## config.mk

```make
export PLATFORM = sky130hd
export DESIGN_NAME = multdiv_sequencer
export DESIGN_NICKNAME = d
export VERILOG_FILES = /design/src/rtl/pipeline_pkg.sv /design/src/rtl/md_cycle_counter.sv /design/src/rtl/multdiv_sequencer.sv
export SDC_FILE = /design/constraint.sdc
export NUM_CORES = 1
export LEC_CHECK = 0
export CAP_MARGIN = 20
export CORE_MARGIN = 2
export CORE_UTILIZATION = 39
export DETAILED_ROUTE_END_ITERATION = 10
export PLACE_DENSITY = 0.79
export SYNTH_ARGS = -nofsm -noshare
export SYNTH_HDL_FRONTEND = slang
export SYNTH_SLANG_ARGS = --single-unit
```

## constraint.sdc

```tcl
create_clock -name clock -period 2.86 [get_ports clock]
set_input_delay 0.429 -clock clock [delete_from_list [all_inputs] [get_ports clock]]
set_output_delay 0.429 -clock clock [all_outputs]
set_load 0.005 [all_outputs]
```

## src/rtl/pipeline_pkg.sv

```systemverilog
// Shared pipeline constants for the multiply/divide issue controller:
// instruction field codes, rstatus codes and the sequencer state encoding.
package pipeline_pkg;

  localparam logic [4:0] OPC_RTYPE = 5'b00000;
  localparam logic [4:0] ALU_MUL   = 5'b00110;
  localparam logic [4:0] ALU_DIV   = 5'b00111;

  localparam logic [31:0] RSTATUS_MUL_OVF  = 32'd4;
  localparam logic [31:0] RSTATUS_DIV_ZERO = 32'd5;

  typedef enum logic [1:0] {
    MD_IDLE  = 2'b00,
    MD_START = 2'b01,
    MD_WAIT  = 2'b10,
    MD_DONE  = 2'b11
  } md_state_e;

  function automatic logic is_md_op(input logic [4:0] opc, input logic [4:0] alu);
    return (opc == OPC_RTYPE) && ((alu == ALU_MUL) || (alu == ALU_DIV));
  endfunction

endpackage

```

## src/rtl/md_cycle_counter.sv

```systemverilog
// Wait-cycle counter for the mul/div sequencer. tc flags the cycle whose
// increment brings the count to MAX_CYCLES, so the MAX_CYCLES-th wait cycle times out.
module md_cycle_counter #(
  parameter int MAX_CYCLES = 40,
  parameter int CNT_W      = 6
) (
  input  logic clock,
  input  logic reset_n,
  input  logic clr,
  input  logic en,
  output logic tc
);

  logic [CNT_W-1:0] count_r;

  // Count register: clear wins over enable, otherwise hold.
  always_ff @(posedge clock or negedge reset_n) begin
    if (!reset_n) begin
      count_r <= '0;
    end else if (clr) begin
      count_r <= '0;
    end else if (en) begin
      count_r <= count_r + {{(CNT_W-1){1'b0}}, 1'b1};
    end else begin
      count_r <= count_r;
    end
  end

  assign tc = (count_r == CNT_W'(MAX_CYCLES - 1));

endmodule

```

## src/rtl/multdiv_sequencer.sv

```systemverilog
// Issue/stall controller for the shared multi-cycle mul/div unit: freezes the
// front of the pipe, launches the unit, and hands result/status to X/M for one cycle.
module multdiv_sequencer
  import pipeline_pkg::*;
#(
  parameter int MAX_CYCLES = 40,
  parameter int CNT_W      = 6
) (
  input  logic        clock,
  input  logic        reset_n,
  input  logic [31:0] dx_ir,
  input  logic [31:0] dx_a,
  input  logic [31:0] dx_b,
  input  logic        flush,
  input  logic        md_rdy,
  input  logic [31:0] md_result,
  input  logic        md_exception,
  output logic        ctrl_mult,
  output logic        ctrl_div,
  output logic [31:0] md_a,
  output logic [31:0] md_b,
  output logic        stall,
  output logic        result_valid,
  output logic [31:0] result,
  output logic        exception,
  output logic [31:0] rstatus_code,
  output logic        busy
);

  md_state_e   state_r, state_s;
  logic        op_div_r;
  logic [31:0] md_a_r, md_b_r;
  logic [31:0] result_r, rstatus_code_r;
  logic        exception_r;

  logic        is_md_s, is_div_s;
  logic        stall_s, launch_s;
  logic        cnt_clr_s, cnt_en_s, cnt_tc_s;
  logic        cap_en_s, cap_exc_s;
  logic [31:0] cap_result_s, cap_code_s;
  logic        unused_ir_bits_s;

  assign is_md_s  = is_md_op(dx_ir[31:27], dx_ir[6:2]);
  assign is_div_s = (dx_ir[6:2] == ALU_DIV);
  // Instruction fields outside opcode/ALU op play no part in decode.
  assign unused_ir_bits_s = ^{dx_ir[26:7], dx_ir[1:0]};

  md_cycle_counter #(
    .MAX_CYCLES (MAX_CYCLES),
    .CNT_W      (CNT_W)
  ) u_wait_cnt (
    .clock   (clock),
    .reset_n (reset_n),
    .clr     (cnt_clr_s),
    .en      (cnt_en_s),
    .tc      (cnt_tc_s)
  );

  // Next-state, stall and capture decisions.
  always_comb begin
    state_s      = state_r;
    stall_s      = 1'b0;
    launch_s     = 1'b0;
    cnt_clr_s    = 1'b0;
    cnt_en_s     = 1'b0;
    cap_en_s     = 1'b0;
    cap_exc_s    = 1'b0;
    cap_result_s = 32'd0;
    cap_code_s   = 32'd0;
    case (state_r)
      MD_IDLE: begin
        if (is_md_s && !flush) begin
          stall_s = 1'b1;
          if (is_div_s && (dx_b == 32'd0)) begin
            state_s    = MD_DONE;
            cap_en_s   = 1'b1;
            cap_exc_s  = 1'b1;
            cap_code_s = RSTATUS_DIV_ZERO;
          end else begin
            state_s  = MD_START;
            launch_s = 1'b1;
          end
        end else begin
          state_s = MD_IDLE;
        end
      end
      MD_START: begin
        cnt_clr_s = 1'b1;
        if (flush) begin
          state_s = MD_IDLE;
        end else begin
          stall_s = 1'b1;
          state_s = MD_WAIT;
        end
      end
      MD_WAIT: begin
        if (flush) begin
          state_s = MD_IDLE;
        end else begin
          stall_s  = 1'b1;
          cnt_en_s = 1'b1;
          // A ready unit beats a timeout landing in the same cycle.
          if (md_rdy) begin
            state_s      = MD_DONE;
            cap_en_s     = 1'b1;
            cap_exc_s    = !op_div_r && md_exception;
            cap_result_s = cap_exc_s ? 32'd0 : md_result;
            cap_code_s   = cap_exc_s ? RSTATUS_MUL_OVF : 32'd0;
          end else if (cnt_tc_s) begin
            state_s    = MD_DONE;
            cap_en_s   = 1'b1;
            cap_exc_s  = 1'b1;
            cap_code_s = op_div_r ? RSTATUS_DIV_ZERO : RSTATUS_MUL_OVF;
          end else begin
            state_s = MD_WAIT;
          end
        end
      end
      MD_DONE: begin
        state_s = MD_IDLE;
      end
      default: begin
        state_s = MD_IDLE;
      end
    endcase
  end

  // State register.
  always_ff @(posedge clock or negedge reset_n) begin
    if (!reset_n) begin
      state_r <= MD_IDLE;
    end else begin
      state_r <= state_s;
    end
  end

  // Operand and op latch at launch.
  always_ff @(posedge clock or negedge reset_n) begin
    if (!reset_n) begin
      op_div_r <= 1'b0;
      md_a_r   <= 32'd0;
      md_b_r   <= 32'd0;
    end else if (launch_s) begin
      op_div_r <= is_div_s;
      md_a_r   <= dx_a;
      md_b_r   <= dx_b;
    end else begin
      op_div_r <= op_div_r;
      md_a_r   <= md_a_r;
      md_b_r   <= md_b_r;
    end
  end

  // Result/status capture on entry to DONE; held until the next DONE.
  always_ff @(posedge clock or negedge reset_n) begin
    if (!reset_n) begin
      result_r       <= 32'd0;
      exception_r    <= 1'b0;
      rstatus_code_r <= 32'd0;
    end else if (cap_en_s) begin
      result_r       <= cap_result_s;
      exception_r    <= cap_exc_s;
      rstatus_code_r <= cap_code_s;
    end else begin
      result_r       <= result_r;
      exception_r    <= exception_r;
      rstatus_code_r <= rstatus_code_r;
    end
  end

  // Stall is gated by reset so it falls without waiting for a clock.
  assign stall        = reset_n && stall_s;
  assign ctrl_mult    = (state_r == MD_START) && !op_div_r;
  assign ctrl_div     = (state_r == MD_START) && op_div_r;
  assign md_a         = md_a_r;
  assign md_b         = md_b_r;
  assign result_valid = (state_r == MD_DONE);
  assign result       = result_r;
  assign exception    = exception_r;
  assign rstatus_code = rstatus_code_r;
  assign busy         = (state_r != MD_IDLE);

endmodule
```

# Word-level counts from Yosys, hierarchy flattened
# Cells that the tools add are included.
# W data, S select, Z words.
[word_totals]
ff_bits = 138
input_bits = 133
out_inout_bits = 134
elab_cells = 69
[classes]
addsub = 1
n_eq_ne = 6
muxes = 38
reduce_logical = 16
[ops]
columns = ["op", "n"]
rows = [
  ["$mux W32", 4],
  ["$logic_not A32 Y1", 1],
  ["$mux W3", 6],
  ["$mux W1", 17],
  ["$mux W6", 2],
  ["$eq A5 B3 Y1 const B", 2],
  ["$mux W2", 4],
  ["$pmux W2 S4", 1],
  ["$logic_and A1 B1 Y1", 7],
  ["$add A6 B1 Y6 const B", 1],
  ["$eq A6 B6 Y1 const B", 1],
  ["$pmux W1 S2", 3],
  ["$pmux W3 S2", 1],
  ["$logic_not A5 Y1", 1],
  ["$eq A2 B2 Y1 const B", 2],
  ["$reduce_bool A2 Y1", 2],
  ["$eq A2 B1 Y1 const B", 1],
  ["$logic_not A1 Y1", 2],
  ["$logic_not A2 Y1", 1],
  ["$reduce_or A2 Y1", 1],
  ["$logic_or A1 B1 Y1", 1],
]

# Logic depth before layout (Yosys ltp)
# Gate-level depths: netlist (run 1).
[depth]
ltp_word = 7
mapped_depth = 8
depth_no_buf = 6

# By module
# Synthesis (run 1) repeated with hierarchy kept, for this count alone.
[unflattened]
hier_cells = 321
area_unflattened_um2 = 4708.3
[modules_own_cells]
columns = ["module", "n_inst", "cells_per_inst", "area_each_um2", "seq_area_each_um2"]
rows = [
  ["multdiv_sequencer", 1, 293, 4421.7, 2527.4],
  ["md_cycle_counter", 1, 28, 286.5, 150.1],
]

# Worst setup path after synthesis (run 1)
# No wires, ideal clock.
[synth_path]
kind = "input to register"
start = "in dx_b[7]"
end = "reg md_a_r[0] (netlist: md_a[0])"
setup_time_ns = 0.125
arrival_time_ns = 1.899
t_required_ns = 2.735
slack_ns = 0.836
stages = 6
path_buffers = 2
path_cell_list = "or4_1 nor3_2 a31o_2 buf_12 buf_12 mux2_4"
[synth_between]
elab_chain_len = 5
[synth_rtl]
columns = ["element", "line_no", "source"]
rows = [
  ["start: declaration", "multdiv_sequencer.sv:13", "input logic [31:0] dx_b,"],
  ["$logic_not A32 Y1", "multdiv_sequencer.sv:74", "if (is_div_s && (dx_b == 32'd0)) begin"],
  ["$logic_and A1 B1 Y1", "multdiv_sequencer.sv:74", ""],
  ["$mux W1", "multdiv_sequencer.sv:74", ""],
  ["$mux W1", "multdiv_sequencer.sv:72", "if (is_md_s && !flush) begin"],
  ["$mux W1", "multdiv_sequencer.sv:70", "case (state_r)"],
  ["end signal: assignment", "multdiv_sequencer.sv:149", "md_a_r <= md_a_r;"],
  ["end: declaration", "multdiv_sequencer.sv:32", "logic [31:0] md_a_r, md_b_r;"],
]
# No other way between the ends.
# A chain may end at the register's enable or synchronous reset.

# Final worst setup path (run 1)
[layout_path]
start = "reg state_r[0]"
end = "out stall"
[layout_between]
elab_chain_len = 4
elab_cells_between_ends = 6
classes_between = "eq/ne: 2; mux: 1; reduce/logical: 3"
[layout_rtl]
columns = ["element", "line_no", "source"]
rows = [
  ["start: declaration", "multdiv_sequencer.sv:30", "md_state_e state_r, state_s;"],
  ["start signal: assignment", "multdiv_sequencer.sv:133", "state_r <= state_s;"],
  ["$eq A2 B1 Y1 / $eq A2 B2 Y1 (equally long branches)", "multdiv_sequencer.sv:70", ""],
  ["$reduce_or A2 Y1 (no line)", "-", ""],
  ["$pmux W1 S2 *", "multdiv_sequencer.sv:70", ""],
  ["$logic_and A1 B1 Y1 *", "multdiv_sequencer.sv:172", "assign stall = reset_n && stall_s;"],
  ["end: declaration", "multdiv_sequencer.sv:22", "output logic stall,"],
]
# Mark *: on every way between the ends. The rest lies on a longest branch, timed or not.

==> results by stage, run 1 <==
Outcome:
- The flow ran to the end, and the final reports show no timing, DRC or antenna violations.

Pwr:
- The design draws 3.27 mW.
- In this run the power density over the cells is 449 nW/µm².
- The maximum ir drop on the vdd rail is 0.247 mV.
- In this run the static leakage power is 3.45 nW.

Routing:
- The final routed wire length divided by cell count is 17.7 µm.
- The initial DRC count is 143.
- Before antenna repair, the detailed router went through 4 iterations.
- The post-detailed-routing wire length is 12.2 mm.
- The DRC violation count after routing is 0.
- The routed layout has 3411 vias.
- Using the TritonRoute via totals, the vias-per-cell ratio works out to 4.93.
- In this run the remaining antenna-violating nets after routing total 0.

CTS:
- In this run the deepest clock path goes through 2 buffers.
- The latest clock arrival within the worst-skew pair is 0.35 ns.
- The clock-pin slew reported for the worst setup and hold paths after clock tree synthesis is 0.07 ns.
- TritonCTS created 9 clock buffers.
- Hold repair after CTS inserted 0 buffers.
- The H-tree was split into 3 levels.
- Counting every sink on the clock net gives 107.
- TritonCTS built the clock tree.
- The tree is rooted in a clkbuf_16.

Flow run:
- The reported max-cap violation count is 0.

Floorplanning:
- The core area is 12000 µm².
- The die outline height is 114 µm.
- The floorplan step set the die width to 114 µm.
- The floorplan has 40 rows.
- The full die area is 13100 µm².
- The top-level I/O count is 267.
- For this configuration, the core starts out at a cell density of 39.7%.

Critical path:
- In this design, the stage delay of the slowest critical-path cell is 0.41 ns.
- The number of buffer and inverter stages on the critical path is 3.
- The slowest cell on the critical path is dfrtp_1.
- The worst setup path category is flop to output pin.
- The data required time at the worst endpoint is 2.43 ns.
- Broken down by cell family, the worst path's largest delay share belongs to simple AND/OR/NAND/NOR gates.
- The critical-path maximum fanout is 3.
- The kind of capture point of the worst setup path is an output pin.
- For the worst setup path, the data arrival time is 2.07 ns.
- The critical path goes through inv_1 -> ha_1 -> nor4b_4 -> buf_4 -> and3_1 -> a21oi_1 -> nor3b_1 -> dlygate4sd2_1.
- The startpoint type of the worst setup path is a flop.

Timing:
- The worst path uses 87.5% of the clock period.
- The count of endpoints failing hold in the final timing report is 0.
- The slew at the pin closest to its max-slew limit is 0.759 ns.
- The normalized max-slew margin is 49.4%.
- Setup repair after global routing left no endpoint under its margin.
- Setup violations remaining at the end of the flow were counted as 0.
- The final-layout worst hold slack is 0.208 ns.
- The smallest clock period supported by the final layout is computed as 2.50 ns.
- The worst clock skew is 0.00653 ns.
- The final worst-path setup slack is 0.357 ns.
- Based on the critical path, the design can be clocked at up to 0.399 GHz.
- The max-slew violation count is 0.

Finish:
- The fill cell instance count of the final layout is 950.
- The antenna diode instance count is 0.
- The layout net count is 678.
- The post-route netlist has 17.8% of its cells at a drive strength greater than 1.
- Cells fill 60.9% of the core in the end.
- The post-route non-filler standard cell count is 692.
- Compared with the post-synthesis result, the final layout area differs by 53.2%.

Synth:
- Sorting the synthesized cells by area gives the leading types as dfrtp_1 56%, mux2_4 15%, a32o_1 6.7%.
- The per-instance average area after synthesis is 14.7 µm².
- Summing every instance area after synthesis gives 4750 µm².
- The largest family of logic cells by synthesized area is multiplexers.
- The proportion of netlist area held by the largest area contributor is 56.3%.
- The cell count after synthesis is 323.
- The share of the synthesized area in compound gates (AO/OA/AOI/OAI) is 8.61%.
- The synthesized netlist devotes 5.37% of its cell area to simple gates.
- In the synthesized netlist, mux cells make up 18.4% of the area.
- The number of enable-type register cells in the synthesized netlist is 0.
- The post-synthesis cell type with the largest combined area is dfrtp_1.
- The post-synthesis cell type count is 38.
- Of the total synthesized cell area, the portion taken by XOR and XNOR cells is 0.921%.
- The most frequent cell after synthesis is dfrtp_1.
- The synthesized netlist devotes 1.32% of its cell area to adder and majority cells.
- The most used flip-flop cell after synthesis is dfrtp_1.
- Of all flip-flops after synthesis, the portion carrying an async set or reset was 100%.
- During synthesis, Yosys emitted a total of 0 warnings.
- After synthesis, flip-flops and latches occupy 56.3% of the total area.
- After synthesis, the most frequently instantiated cells are 107 x dfrtp_1, 47 x mux2_4, 32 x a32o_1, 32 x buf_4, 15 x mux2_2.
- The post-synthesis sequential element count is 107.

Placed design:
- The routability-driven placement congestion ratio is 0.767.
- Detailed placement ended at an HPWL of 9.10 mm.
- Including well taps, the total number of placed cells is 676.
- The post-placement setup slack is -0.0231 ns.
- Port buffering added 214 buffers.

Global routing:
- Global routing consumed, over all layers together, 18.9% of the routing resources.
- The total grt overflow is 0.
- The via count of the first global-routing pass came to 3613.
- The wire length of the first global-routing pass is 19.0 mm.
- Entering global routing, the biggest net connects 61 pins.
- The number of antenna violations at the first check in global routing is 0.

Hold path:
- The path category of the worst min-delay check is input pin to asynchronous set/reset pin.
## stage by stage
step | area [µm²] | TNS, ns
after CTS | 7280 | 0
after global placement | 6930 | 0
final | 7280 | 0
after detailed placement | 6930 | -0.0231
after floorplan | 4860 | 0
after global routing | 7280 | 0
## placed cells by master (no fill, tap or decap), drive strengths merged, types with 5 or more instances in the layout
master	count
dfrtp	107
conb	30
buf	13
mux2	62
inv	7
clkbuf	9
ha	5
clkdlybuf4s50	212
nor2	6
a32o	32
nand2	7
nor4	6
## timing repair
item,CTS,global route
endpoints found under the setup margin,1,0
buffers inserted,0,0
gates resized for setup,3,0
## final cells by class
type	count	area (µm²)	area share, %
Sequential cell	107	2680	36.8
Timing Repair Buffer	226	2270	31.1
Multi-Input combinational cell	190	1790	24.6
Clock buffer	9	225	3.09
Tap cell	147	184	2.53
Clock inverter	7	114	1.56
Inverter	6	22.5	0.309
## cells by family after synthesis
logic type      after synthesis
flops                       107
mux                          62
buf+inv                      55
compound gates               46
simple gates                 42
fa+ha+maj                     5
xor+xnor                      5
other cells                   1
## state kept, by name, indices dropped and copies added, names as in the netlist
register	cells
md_a	32
md_b	32
op_div_r	1
result	32
rstatus_code	2
state_r	2
u_wait_cnt.count_r	6
## worst paths after layout
path	start	end	slack, ns	cells past startpoint
max	state_r[0]$_DFF_PN0_	stall	0.36	8
min	reset_n	md_b[28]$_DFFE_PN0P_	0.21	2
max reg2reg	state_r[0]$_DFF_PN0_	result[2]$_DFFE_PN0P_	0.72	9
min reg2reg	md_b[9]$_DFFE_PN0P_	md_b[9]$_DFFE_PN0P_	0.50	1
max in group asynchronous	reset_n	md_b[8]$_DFFE_PN0P_	1.46	3
min in group clock	md_b[9]$_DFFE_PN0P_	md_b[9]$_DFFE_PN0P_	0.50	1
## report_power, final
part	internal [mW]	leakage (nW)	switching, mW
combinational	0.206	1.80	0.0980
sequential	1.54	1.48	0.0133
clock	0.855	0.170	0.564
## per-layer routing
layer,vias to the layer above,track usage [%],routed length [µm]
met3,19,4.76,821
li1,1549,-,-
met5,-,0,0
met4,0,8.78,300
met2,145,32.9,6370
met1,1698,21.8,4760
Note: power is estimated with default switching activity, not from simulation.
==> run 2: changes to the inputs <==
--- a/config.mk
+++ b/config.mk
@@ -6,7 +6,7 @@
 export NUM_CORES = 1
 export LEC_CHECK = 0
 export CAP_MARGIN = 20
-export CORE_MARGIN = 2
+export CORE_MARGIN = 3
 export CORE_UTILIZATION = 39
 export DETAILED_ROUTE_END_ITERATION = 10
 export PLACE_DENSITY = 0.79
==> run 2 against run 1 <==
Effect of this change: cell area down 0.31%; worst hold slack better by 0.0086 ns; clock-buffer cell count increased by 2; critical endpoint unchanged; sequential cell count unchanged; cell count fell by 0.87%; clock skew up 0.0016 ns; global-route usage is 0.49 points lower; core utilization is 1.4 points higher; register-to-register slack got worse by 0.04 ns; clock power barely moved; power is 0.25% lower; die area grew 3.5%; highest routed layer unchanged.
==> results by stage, run 2 (synthesis gave the netlist of run 1 again) <==
Outcome:
- The run finished with clean final reports.

Placed design:
- The post-placement setup slack came to 0.00931 ns (+0.0324 ns).
- The total of buffers placed on input and output ports is 214 (unchanged).
- The post-placement cell count is 671 (-0.74%).
- The routability-driven placement congestion ratio is 0.728 (-5.1%).
- The sum of net half-perimeters after detailed placement came to 9.42 mm (+3.5%).
- The total cell area at the placement stage is 6910 µm² (-0.36%).

Pwr:
- The static leakage is 3.43 nW (-0.62%).
- The switching fraction of total power was 19.1% (-1.5 points).
- The maximum ir drop on the vdd rail is 0.452 mV (+83%).
- The share of power burned in registers came to 47.5% (+0.2 points).
- The cell internal power dissipation is 2.64 mW (+1.7%).
- The combinational cell fraction of total power is 9.2% (about the same).
- The switching power summed over all nets is 625 µW (-7.6%).
- The clock share of power is 43.3% (about the same).
- The power density relative to cell area is 450 nW/µm² (about the same).

Finish:
- The final design area excluding fillers is 7260 µm² (-0.31%).
- The growth of design area from synthesis to finish is 52.7%.
- The antenna diode instance count is 0 (unchanged).
- The library cell used most frequently in the layout, excluding fill and tap cells, is clkdlybuf4s50_1.
- The post-route non-filler standard cell count is 686 (-0.87%).
- The layout net count came to 677 (-0.15%).
- The ratio of cells with drive above 1 in the final layout is 17.5% (-0.30 points).
- In the layout the commonest cells are 212 x clkdlybuf4s50_1, 107 x dfrtp_1, 47 x mux2_4.

Critical path:
- The number of buffer and inverter stages on the critical path came to 3 (unchanged).
- Grouping stages by cell kind, the critical path spends the most delay in simple AND/OR/NAND/NOR gates.
- The data required time at the worst endpoint is 2.43 ns (about the same).
- For this design, the slowest cell found on the critical path is dfrtp_1.
- The peak per-stage delay on the critical path is 0.41 ns (about the same).
- The critical path data arrival time was 2.12 ns (+0.05 ns).
- The critical register-to-register path endpoint is result[31]$_DFFE_PN0P_.
- The critical-path maximum fanout was 3 (unchanged).
- The slack of the worst reg-to-reg path is 0.68 ns (-0.04 ns).
- The worst reg-to-reg path cell count is 9 (unchanged).
- The critical path in this run is classified as flop to output pin.
- The startpoint type of the worst setup path is a flop.
- The startpoint identified for the worst register-to-register timing path is state_r[0]$_DFF_PN0_.
- The critical path goes through inv_1 -> ha_1 -> nor4b_2 -> buf_4 -> and3_1 -> a21oi_1 -> nor3b_1 -> dlygate4sd2_1.
- The kind of capture point of the worst setup path is an output pin.

Floorplanning:
- The cell row count is 39 (-2.5%).
- The die width is 116 µm (+1.7%).
- The initial standard-cell utilization of the core is 40.8% (+1.0 points).
- The core area is 11700 µm² (-2.5%).
- The top-level I/O count is 267 (unchanged).
- The die outline height came to 116 µm (+1.7%).
- The full die area is 13600 µm² (+3.5%).

Timing:
- The final worst-path setup slack is 0.310 ns (-0.0471 ns).
- The max-slew violation count is 0 (unchanged).
- The achievable clock frequency is 0.392 GHz (-1.8%).
- The final-layout setup total negative slack was 0 ns (unchanged).
- The normalized max-slew margin is 48.5% (-0.97 points).
- The worst clock skew is 0.00810 ns (+0.00158 ns).
- The count of endpoints failing hold in the final timing report is 0 (unchanged).
- The post-layout minimum cycle time is 2.55 ns (+0.0471 ns).
- The number of failing setup endpoints in the final timing report is 0 (unchanged).
- The portion of the clock cycle consumed by the worst path in the final layout came to 89.2% (+1.6 points).
- Setup repair after global routing left no endpoint under its margin.
- The slew at the pin closest to its max-slew limit is 0.773 ns (+0.0146 ns).

Global routing:
- The number of antenna violations at the first check in global routing was 0 (unchanged).
- The total grt overflow came to 0 (unchanged).
- The total track usage is 18.4% (-0.49 points).
- The via count of the first global-routing pass was 3722 (+3.0%).
- The wire length of the first global-routing pass was 19.3 mm (+1.9%).
- The maximum number of pins on one net before global-route repair is 61 (unchanged).

CTS:
- The number of clock sinks seen by CTS was 107 (unchanged).
- The number of resized instances in the post-cts repair step is 2 (-1).
- The clock-pin slew reported for the worst setup and hold paths after clock tree synthesis is 0.06 ns (about the same).
- The deepest clock path buffer count is 2 (unchanged).
- Clock tree synthesis selected as its root buffer the cell clkbuf_16.
- The latest clock arrival within the worst-skew pair is 0.34 ns (about the same).
- The number of H-tree levels is 3 (unchanged).
- The CTS tree is built.
- The hold buffer count at CTS was 0 (unchanged).
- The number of buffers added by the clock tree synthesis step came to 9 (unchanged).
- The number of setup buffers added after CTS was 0 (unchanged).

Routing:
- The final routed wire length divided by cell count is 18.0 µm (+2.0%).
- The count of TritonRoute iterations in the first routing pass was 4 (unchanged).
- The count of vias placed by the detailed router was 3440 (+0.85%).
- The DRC violation count after routing came to 0 (unchanged).
- The initial DRC count is 209 (+46%).
- The post-detailed-routing wire length is 12.4 mm (+1.1%).
- The count of antenna-violating nets left after detailed routing was 0 (unchanged).
- The average via count per standard cell is 5.01 (+1.7%).

Flow run:
- The reported max-cap violation count was 0 (unchanged).

Hold path:
- The path category of the worst min-delay check is input pin to asynchronous set/reset pin.
run 2: worst max-delay path by stage:
stage | start | endpoint | slack [ns] | depth (start not counted)
global placement | flush | stall | 0.06 | 7
floorplan | dx_b[7] | md_a[0]$_DFFE_PN0P_ | 0.84 | 6
CTS | state_r[0]$_DFF_PN0_ | stall | 0.27 | 8
finish | state_r[0]$_DFF_PN0_ | stall | 0.31 | 8
detailed placement | flush | stall | 0.009 | 7
global route | state_r[0]$_DFF_PN0_ | stall | 0.10 | 8
run 2: power groups by stage:
stage | clock (mW) | sequential (mW) | combinational (mW)
6_report | 1.41 | 1.55 | 0.302
5_1_grt | 1.52 | 1.55 | 0.328
4_1_cts | 1.46 | 1.55 | 0.306
3_5_place_dp | 0 | 1.58 | 0.303
3_3_place_gp | 0 | 1.58 | 0.297
2_1_floorplan | 0 | 1.58 | 0.0780
run 2: worst reg2reg max path: stages (launching register included):
cell and delay (ns):
dfrtp_1 0.41, inv_1 0.10, ha_1 0.19, nor4b_2 0.24, buf_4 0.16, and3_1 0.18, buf_4 0.15, nand4_2 0.07
buf_4 0.26, a32o_1 0.32
run 2: metrics by stage:
stage	hold slack (ns)	power [mW]	utilization (%)
after detailed placement	0.489	1.88	59.2
after CTS	0.229	3.32	62.3
final	0.216	3.26	62.3
after floorplan	0.133	1.66	-
after global placement	0.485	1.87	59.2
after global routing	0.253	3.40	62.3
run 2: layout make-up:
| class | count | area, µm² |
|---|---|---|
| Clock buffer | 11 | 253 |
| Clock inverter | 4 | 97.6 |
| Fill cell | 936 | 4400 |
| Inverter | 6 | 22.5 |
| Multi-Input combinational cell | 190 | 1790 |
| Sequential cell | 107 | 2680 |
| Tap cell | 143 | 179 |
| Timing Repair Buffer | 225 | 2250 |
run 2: per-layer routing:
metal / GRT usage [%] / part of all wire (%) / up-vias / wire length (µm)
met3: 6.79 / 8.4 / 12 / 1040
met4: 5.88 / 1.5 / 0 / 190
met2: 31.8 / 52 / 151 / 6470
li1: - / - / 1555 / -
met5: 0 / 0 / - / 0
met1: 21.2 / 38 / 1722 / 4680
